==> config.mk <==
export PLATFORM = sky130hd
export DESIGN_NAME = alu_arbiter
export DESIGN_NICKNAME = d
export VERILOG_FILES = /design/src/rtl/alu_arbiter.sv
export SDC_FILE = /design/constraint.sdc
export NUM_CORES = 1
export LEC_CHECK = 0
export BUFFER_PORTS_ARGS = -buffer_cell sky130_fd_sc_hd__buf_2
export CAP_MARGIN = 20
export CELL_PAD_IN_SITES_DETAIL_PLACEMENT = 1
export CELL_PAD_IN_SITES_GLOBAL_PLACEMENT = 1
export CORE_MARGIN = 4
export CORE_UTILIZATION = 45
export CTS_BUF_LIST = sky130_fd_sc_hd__clkbuf_4 sky130_fd_sc_hd__clkbuf_8
export DETAILED_ROUTE_END_ITERATION = 10
export PLACE_DENSITY_LB_ADDON = 0.1
export SKIP_CTS_REPAIR_TIMING = 1
export SLEW_MARGIN = 10
export SYNTH_ARGS = -nofsm -noshare
export SYNTH_HDL_FRONTEND = slang
export SYNTH_HIERARCHICAL = 1
export SYNTH_SLANG_ARGS = --single-unit
export TNS_END_PERCENT = 10
==> constraint.sdc <==
create_clock -name clk -period 17.95 [get_ports clk]
set_clock_uncertainty 0.1 [all_clocks]
set_input_delay 0.8975 -clock clk [delete_from_list [all_inputs] [get_ports clk]]
set_output_delay 0.8975 -clock clk [all_outputs]
set_load 0.005 [all_outputs]
==> src/rtl/alu_arbiter.sv <==
// Shared-ALU arbiter: round-robin selects one requester per cycle, computes on a
// single alu instance and holds result/flags/id in a one-entry valid/ready register.

package rvcpu;
  typedef enum logic [3:0] {
    alu_add,
    alu_sub,
    alu_and,
    alu_or,
    alu_xor,
    alu_sll,
    alu_srl,
    alu_sra,
    alu_slt,
    alu_sltu
  } alu_op_t;

  typedef struct packed {
    logic zero;
    logic carry;
    logic negative;
    logic overflow;
  } alu_flags_t;
endpackage

module alu #(
  parameter int Width = 32
) (
  input  rvcpu::alu_op_t    op_i,
  input  logic [Width-1:0]  a_i,
  input  logic [Width-1:0]  b_i,
  output logic [Width-1:0]  res_o,
  output rvcpu::alu_flags_t flags_o
);
  localparam int ShW = $clog2(Width);

  logic signed [Width-1:0] a_s;
  logic signed [Width-1:0] b_s;
  logic        [Width-1:0] b_eff;
  logic                    cin;
  logic        [Width:0]   sum_ext;
  logic        [ShW-1:0]   shamt;
  logic        [Width-1:0] res;
  logic                    carry;
  logic                    ovf;

  assign a_s   = a_i;
  assign b_s   = b_i;
  assign shamt = b_i[ShW-1:0];

  always_comb begin
    b_eff = b_i;
    cin   = 1'b0;
    // Subtraction is a + ~b + 1, so carry out means "no borrow".
    if (op_i == rvcpu::alu_sub) begin
      b_eff = ~b_i;
      cin   = 1'b1;
    end
    sum_ext = {1'b0, a_i} + {1'b0, b_eff} + {{Width{1'b0}}, cin};
    res     = '0;
    carry   = 1'b0;
    ovf     = 1'b0;
    case (op_i)
      rvcpu::alu_add, rvcpu::alu_sub: begin
        res   = sum_ext[Width-1:0];
        carry = sum_ext[Width];
        ovf   = (a_i[Width-1] == b_eff[Width-1]) && (res[Width-1] != a_i[Width-1]);
      end
      rvcpu::alu_and:  res = a_i & b_i;
      rvcpu::alu_or:   res = a_i | b_i;
      rvcpu::alu_xor:  res = a_i ^ b_i;
      rvcpu::alu_sll:  res = a_i << shamt;
      rvcpu::alu_srl:  res = a_i >> shamt;
      rvcpu::alu_sra:  res = a_s >>> shamt;
      rvcpu::alu_slt:  res = {{(Width-1){1'b0}}, (a_s < b_s)};
      rvcpu::alu_sltu: res = {{(Width-1){1'b0}}, (a_i < b_i)};
      default:         res = '0;
    endcase
  end

  assign res_o            = res;
  assign flags_o.zero     = (res == '0);
  assign flags_o.carry    = carry;
  assign flags_o.negative = res[Width-1];
  assign flags_o.overflow = ovf;
endmodule

module alu_arbiter #(
  parameter int Width  = 32,
  parameter int NumReq = 2,
  parameter int IdW    = $clog2(NumReq)
) (
  input  logic                                clk,
  input  logic                                rst_n,
  input  logic              [NumReq-1:0]      req_valid,
  output logic              [NumReq-1:0]      req_ready,
  input  rvcpu::alu_op_t    [NumReq-1:0]      req_op,
  input  logic              [NumReq-1:0][Width-1:0] req_a,
  input  logic              [NumReq-1:0][Width-1:0] req_b,
  output logic                                rsp_valid,
  input  logic                                rsp_ready,
  output logic              [Width-1:0]       rsp_res,
  output rvcpu::alu_flags_t                   rsp_flags,
  output logic              [IdW-1:0]         rsp_id
);
  typedef enum logic {EMPTY, FULL} occ_e;

  occ_e              state_q, state_d;
  logic [IdW-1:0]    prio_q, prio_d;
  logic [Width-1:0]  res_q;
  rvcpu::alu_flags_t flags_q;
  logic [IdW-1:0]    id_q;

  logic              gnt_valid;
  logic [IdW-1:0]    gnt_idx;
  logic [IdW:0]      scan_idx;
  logic              out_free;
  logic              fire;

  rvcpu::alu_op_t    alu_op;
  logic [Width-1:0]  alu_a;
  logic [Width-1:0]  alu_b;
  logic [Width-1:0]  alu_res;
  rvcpu::alu_flags_t alu_flags;

  // Round-robin scan starting at prio; depends only on req_valid and prio_q.
  always_comb begin
    gnt_valid = 1'b0;
    gnt_idx   = '0;
    scan_idx  = '0;
    for (int k = 0; k < NumReq; k++) begin
      scan_idx = {1'b0, prio_q} + (IdW+1)'(k);
      if (scan_idx >= (IdW+1)'(NumReq)) scan_idx = scan_idx - (IdW+1)'(NumReq);
      if (!gnt_valid && req_valid[scan_idx[IdW-1:0]]) begin
        gnt_valid = 1'b1;
        gnt_idx   = scan_idx[IdW-1:0];
      end
    end
  end

  assign out_free = (state_q == EMPTY) || rsp_ready;
  assign fire     = rst_n && gnt_valid && out_free;

  always_comb begin
    req_ready = '0;
    if (fire) req_ready[gnt_idx] = 1'b1;
  end

  assign alu_op = req_op[gnt_idx];
  assign alu_a  = req_a[gnt_idx];
  assign alu_b  = req_b[gnt_idx];

  alu #(.Width(Width)) u_alu (
    .op_i    (alu_op),
    .a_i     (alu_a),
    .b_i     (alu_b),
    .res_o   (alu_res),
    .flags_o (alu_flags)
  );

  always_comb begin
    state_d = state_q;
    prio_d  = prio_q;
    if (fire) begin
      state_d = FULL;
      prio_d  = (gnt_idx == IdW'(NumReq-1)) ? '0 : gnt_idx + 1'b1;
    end else if (state_q == FULL && rsp_ready) begin
      state_d = EMPTY;
    end
  end

  always_ff @(posedge clk or negedge rst_n) begin
    if (!rst_n) begin
      state_q <= EMPTY;
      prio_q  <= '0;
      res_q   <= '0;
      flags_q <= '0;
      id_q    <= '0;
    end else begin
      state_q <= state_d;
      prio_q  <= prio_d;
      if (fire) begin
        res_q   <= alu_res;
        flags_q <= alu_flags;
        id_q    <= gnt_idx;
      end
    end
  end

  assign rsp_valid = (state_q == FULL);
  assign rsp_res   = res_q;
  assign rsp_flags = flags_q;
  assign rsp_id    = id_q;
endmodule

# --- After elaboration in Yosys (flattened, before gate mapping) ---
# Cells that the tools add are included.
totals:
  reg_bits: 39
  input_bits: 141
classes:
  addsub: 6
  magnitude_cmp: 8
  n_eq_ne: 11
  n_shift: 3
  mux: 27
  bitwise: 5
  n_reduce_logical: 12
ops:
  columns: ["cell", "n"]
  rows:
  - ["$pmux 32 s9", 1]
  - ["$mux 32", 5]
  - ["$lt 32x32->1", 2]
  - ["$add 32x32->33", 1]
  - ["$add 33x1->33", 1]
  - ["$and 32x32->32", 1]
  - ["$logic_not 32->1", 1]
  - ["$not 32->32", 1]
  - ["$or 32x32->32", 1]
  - ["$shl 32x5->32", 1]
  - ["$shr 32x5->32", 1]
  - ["$sshr 32x5->32", 1]
  - ["$xor 32x32->32", 1]
  - ["$mux 1", 17]
  - ["$eq 4x3->1 const B", 4]
  - ["$eq 4x2->1 const B", 2]
  - ["$eq 4x4->1 const B", 2]
  - ["$mux 4", 2]
  - ["$logic_and 1x1->1", 6]
  - ["$lt 1x2->1 const B", 3]
  - ["$eq 4x1->1 const B", 1]
  - ["$logic_not 4->1", 1]
  - ["$add 1x1->2 const B", 1]
  - ["$ge 1x2->1 const B", 1]
  - ["13 further kinds", 14]

# --- Longest topological paths before layout ---
depth:
  ltp_word: 17
  depth_mapped: 27
  depth_no_buf: 19

# --- By module ---
# Netlist, hierarchy kept.
modules_own_cells:
  columns: ["module", "n_inst", "cells_each", "area_per_inst_um2"]
  rows:
  - ["alu", 1, 1341, 9744.3]
  - ["alu_arbiter", 1, 166, 2326.0]

# --- Worst setup path after synthesis ---
# No wires, ideal clock.
synth_timing:
  kind: "input-to-reg"
  start: "in req_valid[0]"
  end: "reg flags_q (netlist bit rsp_flags[3])"
  arrival_time_ns: 6.403
  slack_ns: 11.382
  path_stages: 26
  n_path_buf: 7
  cell_sequence: "inv_1 o21ai_4 buf_4 mux2_2 buf_2 buf_2 inv_1 clkbuf_1 buf_1 nor4_1 clkbuf_1 xnor2_1 ha_1 clkbuf_1 nand4_1 or4b_1 o21ai_0 o21ai_1 xnor2_1 o221ai_1 or4bb_1 nor4_1 nand4bb_1 nor4_1 nor3b_2 mux2_2"
synth_lines:
  columns: ["element", "line", "text"]
  rows:
  - ["from (decl)", "95", "input logic [NumReq-1:0] req_valid,"]
  - ["to (signal assigned)", "184", "flags_q <= alu_flags;"]
  - ["to (decl)", "111", "rvcpu::alu_flags_t flags_q;"]

==> results by group <==
Floorplan
  • Top Ports: approximately 180
  • Die X: 172 microns
  • Initial cell density of the core: 46.1%
  • Chip height: between 150 and 200 microns
  • Die area: just under 30,000 sq um
  • Cell Rows: 59
  • Total core area: between 20,000 and 30,000 sq um

CTS
  • CTS sink count: 39
  • Clock buffer depth: 2
  • CTS Buf Count: 5
  • CTS tree: done
  • Clock Latency Late Sink: about 0.31 ns
  • Worst-path clk slew: approximately 0.08 ns
  • CTS Root Cell: clkbuf_8
  • CTS H-tree lvls: 2

Setup path
  • Max FO, Critical Path: 32
  • Worst path slowest cell: nor4_2
  • CP Capture Type: register
  • Worst Setup Path Type: input port to register
  • Startpoint Class: input port
  • Critical path cell sequence: buf_2 -> inv_1 -> o21ai_4 -> buf_4 -> mux2_2 -> nor4_2 -> buf_4 -> xnor2_1 -> ha_1 -> nand4_1 -> or4b_1 -> o21ai_0 -> o21ai_1 -> xnor2_1 -> o221ai_1 -> or4bb_1 -> nor4_1 -> nand4bb_1 -> nor4_1 -> nor3b_2 -> mux2_2
  • Peak per-stage delay on the critical path: between 0.9 and 1 ns
  • Flop2flop setup slack: around 11 ns
  • Critical Path RT: about 18 ns
  • WP data arrival: 7.59 ns
  • R2R depth: 19
  • Delay-heaviest family, CP: simple AND/OR/NAND/NOR gates
  • Reg2reg start: prio_q$_DFFE_PN0P_
  • Reg-to-Reg End: rsp_flags[3]$_DFFE_PN0P_
  • Crit path buffers/inverters: 4

Synthesis
  • Seq/Total Area, Yosys: 8.09%
  • Number of enable flip-flop cells after synthesis: 0
  • Synth warnings: 6
  • Dominant synthesized flop cell: dfrtp_1
  • Post-Syn Instances: about 1,500
  • Syn_nets: ~1,800
  • Ys async rst share: between 90% and 100%
  • Post-synthesis register bit count: 39
  • Synth cell types: 96
  • Mean Syn Cell Area: between 8 and 9 sq um
  • Mapped Area: 12,100 sq um

Global routing
  • Antenna violations before repair: 2
  • Largest net degree at the start of global routing: 73
  • First-pass GRT wire length: 84.4 mm
  • Grt ovf: 0
  • Total Routing Usage GR: between 30 and 40%
  • Number of global-route vias before repair: 13,200

STA
  • Final slew viol count: 0
  • Final setup fails: 0
  • Max-slew headroom: about a fifth
  • Worst-Margin Slew: 1.18 ns
  • Max Freq: 0.134 GHz
  • Min Tclk post-route: roughly 7.4 ns
  • RSZ-0062 raised after global routing: no
  • Fin crit share: between 40 and 50%
  • Final hold vios: 0
  • Sum Neg Setup Slack: 0 ns

Pwr
  • Leakage: between 5 and 6 nW
  • Comb pwr share: between 70 and 80%
  • Psw: around 0.00052 W
  • Pwr/cell area: roughly 76 nW/um^2
  • Reg power frac: a little over an eighth
  • Worst vdd ir: about 0.000047 V
  • Sw Share: between 50 and 60%
  • Power share of the clock group: a little under a tenth
  • Int Power: about 0.00046 W
  • Total power: 0.000987 W

Finish
  • Final core occ: around half
  • Final nets: around 1,900
  • Layout fillers: ~3,300
  • ANT cells: 0
  • Share of cells above drive strength 1: between 20 and 30%
  • Syn-to-layout area delta: 8.25%

Route
  • Routed wire length: 57.0 mm
  • Drt wl/cell: 29.6 microns
  • Final ANT Viol Nets: 0
  • DRC viols: 0
  • Via/cell ratio: 6.84
  • Iteration-0 DRC Markers: 1,375
  • First drt pass iteration count: 6
  • Vias: ~13,000

Placement
  • Dpl hpwl: 44.9 mm
  • PortBufs: 180
  • Routability cong.: between 1 and 1.5

Run status
  • Status: finished clean

Worst hold path
  • Hold endpoint: rsp_res[16]$_DFFE_PN0P_
  • Worst Hold Class: register to register
  • Worst Hold Launch: rsp_res[16]$_DFFE_PN0P_
  • Hold path depth: 1

Run
  • Max cap viols: 0
[layer usage]
layer	up-vias	share of wire, %	track usage, %
li1	5837	-	-
met1	6421	40	48.7
met2	774	45	60.6
met3	150	8.8	6.80
met4	2	6.2	17.6
met5	-	0.026	0
[stage by stage]
step           instances  setup WS [ns]  hold WS, ns  area, sq um
3_3_place_gp        1920          10.53        0.365        12900
5_1_grt             1928          10.08        0.410        13100
3_5_place_dp        1920          10.26        0.371        12900
4_1_cts             1928          10.59        0.388        13100
6_report            1928          10.50        0.379        13100
2_1_floorplan       1507          11.38        0.383        12100
[power by group through the flow]
stage	logic (W)	clock network [W]	registers, W
after floorplan	0.000505	0	0.000131
after detailed placement	0.000745	0	0.000131
after global placement	0.000735	0	0.000129
after global routing	0.000819	0.0000975	0.000133
final	0.000767	0.0000916	0.000129
after CTS	0.000749	0.0000938	0.000129
[worst reg2reg max path, delay by kind of cell (launching register included)]
family,cells,cell delay [ns]
AO/OA/AOI/OAI,4,1.09
XOR/XNOR,2,0.47
adder cells (fa/ha/maj),1,0.31
buffers and inverters,2,0.92
flip-flops,1,0.43
multiplexers,2,0.75
AND/OR/NAND/NOR,8,3.04
[logic make-up (layout without fill, tap and decap cells)]
group | count (synthesis) | after routing | synth area share, %
XOR/XNOR | 44 | 44 | 3.19
AND/OR/NAND/NOR | 428 | 428 | 18.4
AO/OA/AOI/OAI | 414 | 414 | 23.0
multiplexers | 239 | 239 | 25.6
adder cells (fa/ha/maj) | 129 | 129 | 13.4
flip-flops | 39 | 39 | 8.09
buffers and inverters | 214 | 300 | 8.31
[state kept, by name, indices dropped and copies added, names as in the netlist]
signal	count
rsp_valid	1
rsp_id	1
rsp_flags	4
rsp_res	32
prio_q	1
[how the worst max path moves through the flow]
stage	startpoint	endpoint	slack [ns]	depth (start not counted)
2_1_floorplan	req_valid[0]	rsp_flags[3]$_DFFE_PN0P_	11.38	26
3_3_place_gp	req_valid[0]	rsp_flags[3]$_DFFE_PN0P_	10.53	21
3_5_place_dp	req_valid[0]	rsp_flags[3]$_DFFE_PN0P_	10.26	21
4_1_cts	req_valid[0]	rsp_flags[3]$_DFFE_PN0P_	10.59	21
5_1_grt	req_valid[0]	rsp_flags[3]$_DFFE_PN0P_	10.08	21
6_report	req_valid[0]	rsp_flags[3]$_DFFE_PN0P_	10.50	21
[final cells by class]
cell class | count | area, sq um | share of cell area [%]
clock inverter | 2 | 60.1 | 0.460
clock buffer | 6 | 76.3 | 0.584
sequential | 39 | 976 | 7.47
inverter | 92 | 345 | 2.64
timing repair buffer | 200 | 1050 | 8.04
tap | 335 | 419 | 3.21
multi-input combinational | 1254 | 10100 | 77.6
[cells in the mapped netlist (all sizes together) (10+ instances only)]
| cell type | count | share of area [%] |
|---|---|---|
| or4 | 10 | 0.65 |
| nand2b | 25 | 1.3 |
| o221ai | 12 | 0.87 |
| dfrtp | 39 | 8.1 |
| nor3 | 34 | 1.5 |
| o211ai | 36 | 2.2 |
| nor2 | 101 | 3.2 |
| a22oi | 12 | 0.75 |
| ha | 128 | 13 |
| o22ai | 25 | 1.3 |
| a21oi | 93 | 3.9 |
| buf | 63 | 3.6 |
| o21ai | 95 | 4.0 |
| xnor2 | 39 | 2.8 |
| a211oi | 20 | 1.3 |
| nand3 | 33 | 1.4 |
| a221oi | 16 | 1.3 |
| nand2 | 107 | 3.3 |
| mux4 | 39 | 7.3 |
| mux2i | 61 | 5.1 |
| mux2 | 139 | 13 |
| inv | 92 | 2.9 |
| nor2b | 19 | 0.98 |
| nand4 | 25 | 1.3 |
| clkbuf | 59 | 1.8 |
[placed cells by master, fill, tap and decap left out, types with 20 or more instances in the layout]
| master | instances |
|---|---|
| inv_1 | 90 |
| nand3_1 | 32 |
| mux4_2 | 39 |
| nand4_1 | 25 |
| mux2i_1 | 60 |
| buf_2 | 180 |
| mux2_2 | 122 |
| nand2b_1 | 25 |
| a21oi_1 | 92 |
| buf_4 | 20 |
| o22ai_1 | 24 |
| nor2_1 | 100 |
| o21ai_0 | 85 |
| o211ai_1 | 36 |
| nor3_1 | 31 |
| nand2_1 | 107 |
| dfrtp_1 | 39 |
| xnor2_1 | 39 |
| ha_1 | 128 |
Power figures use the tool's default switching activity.
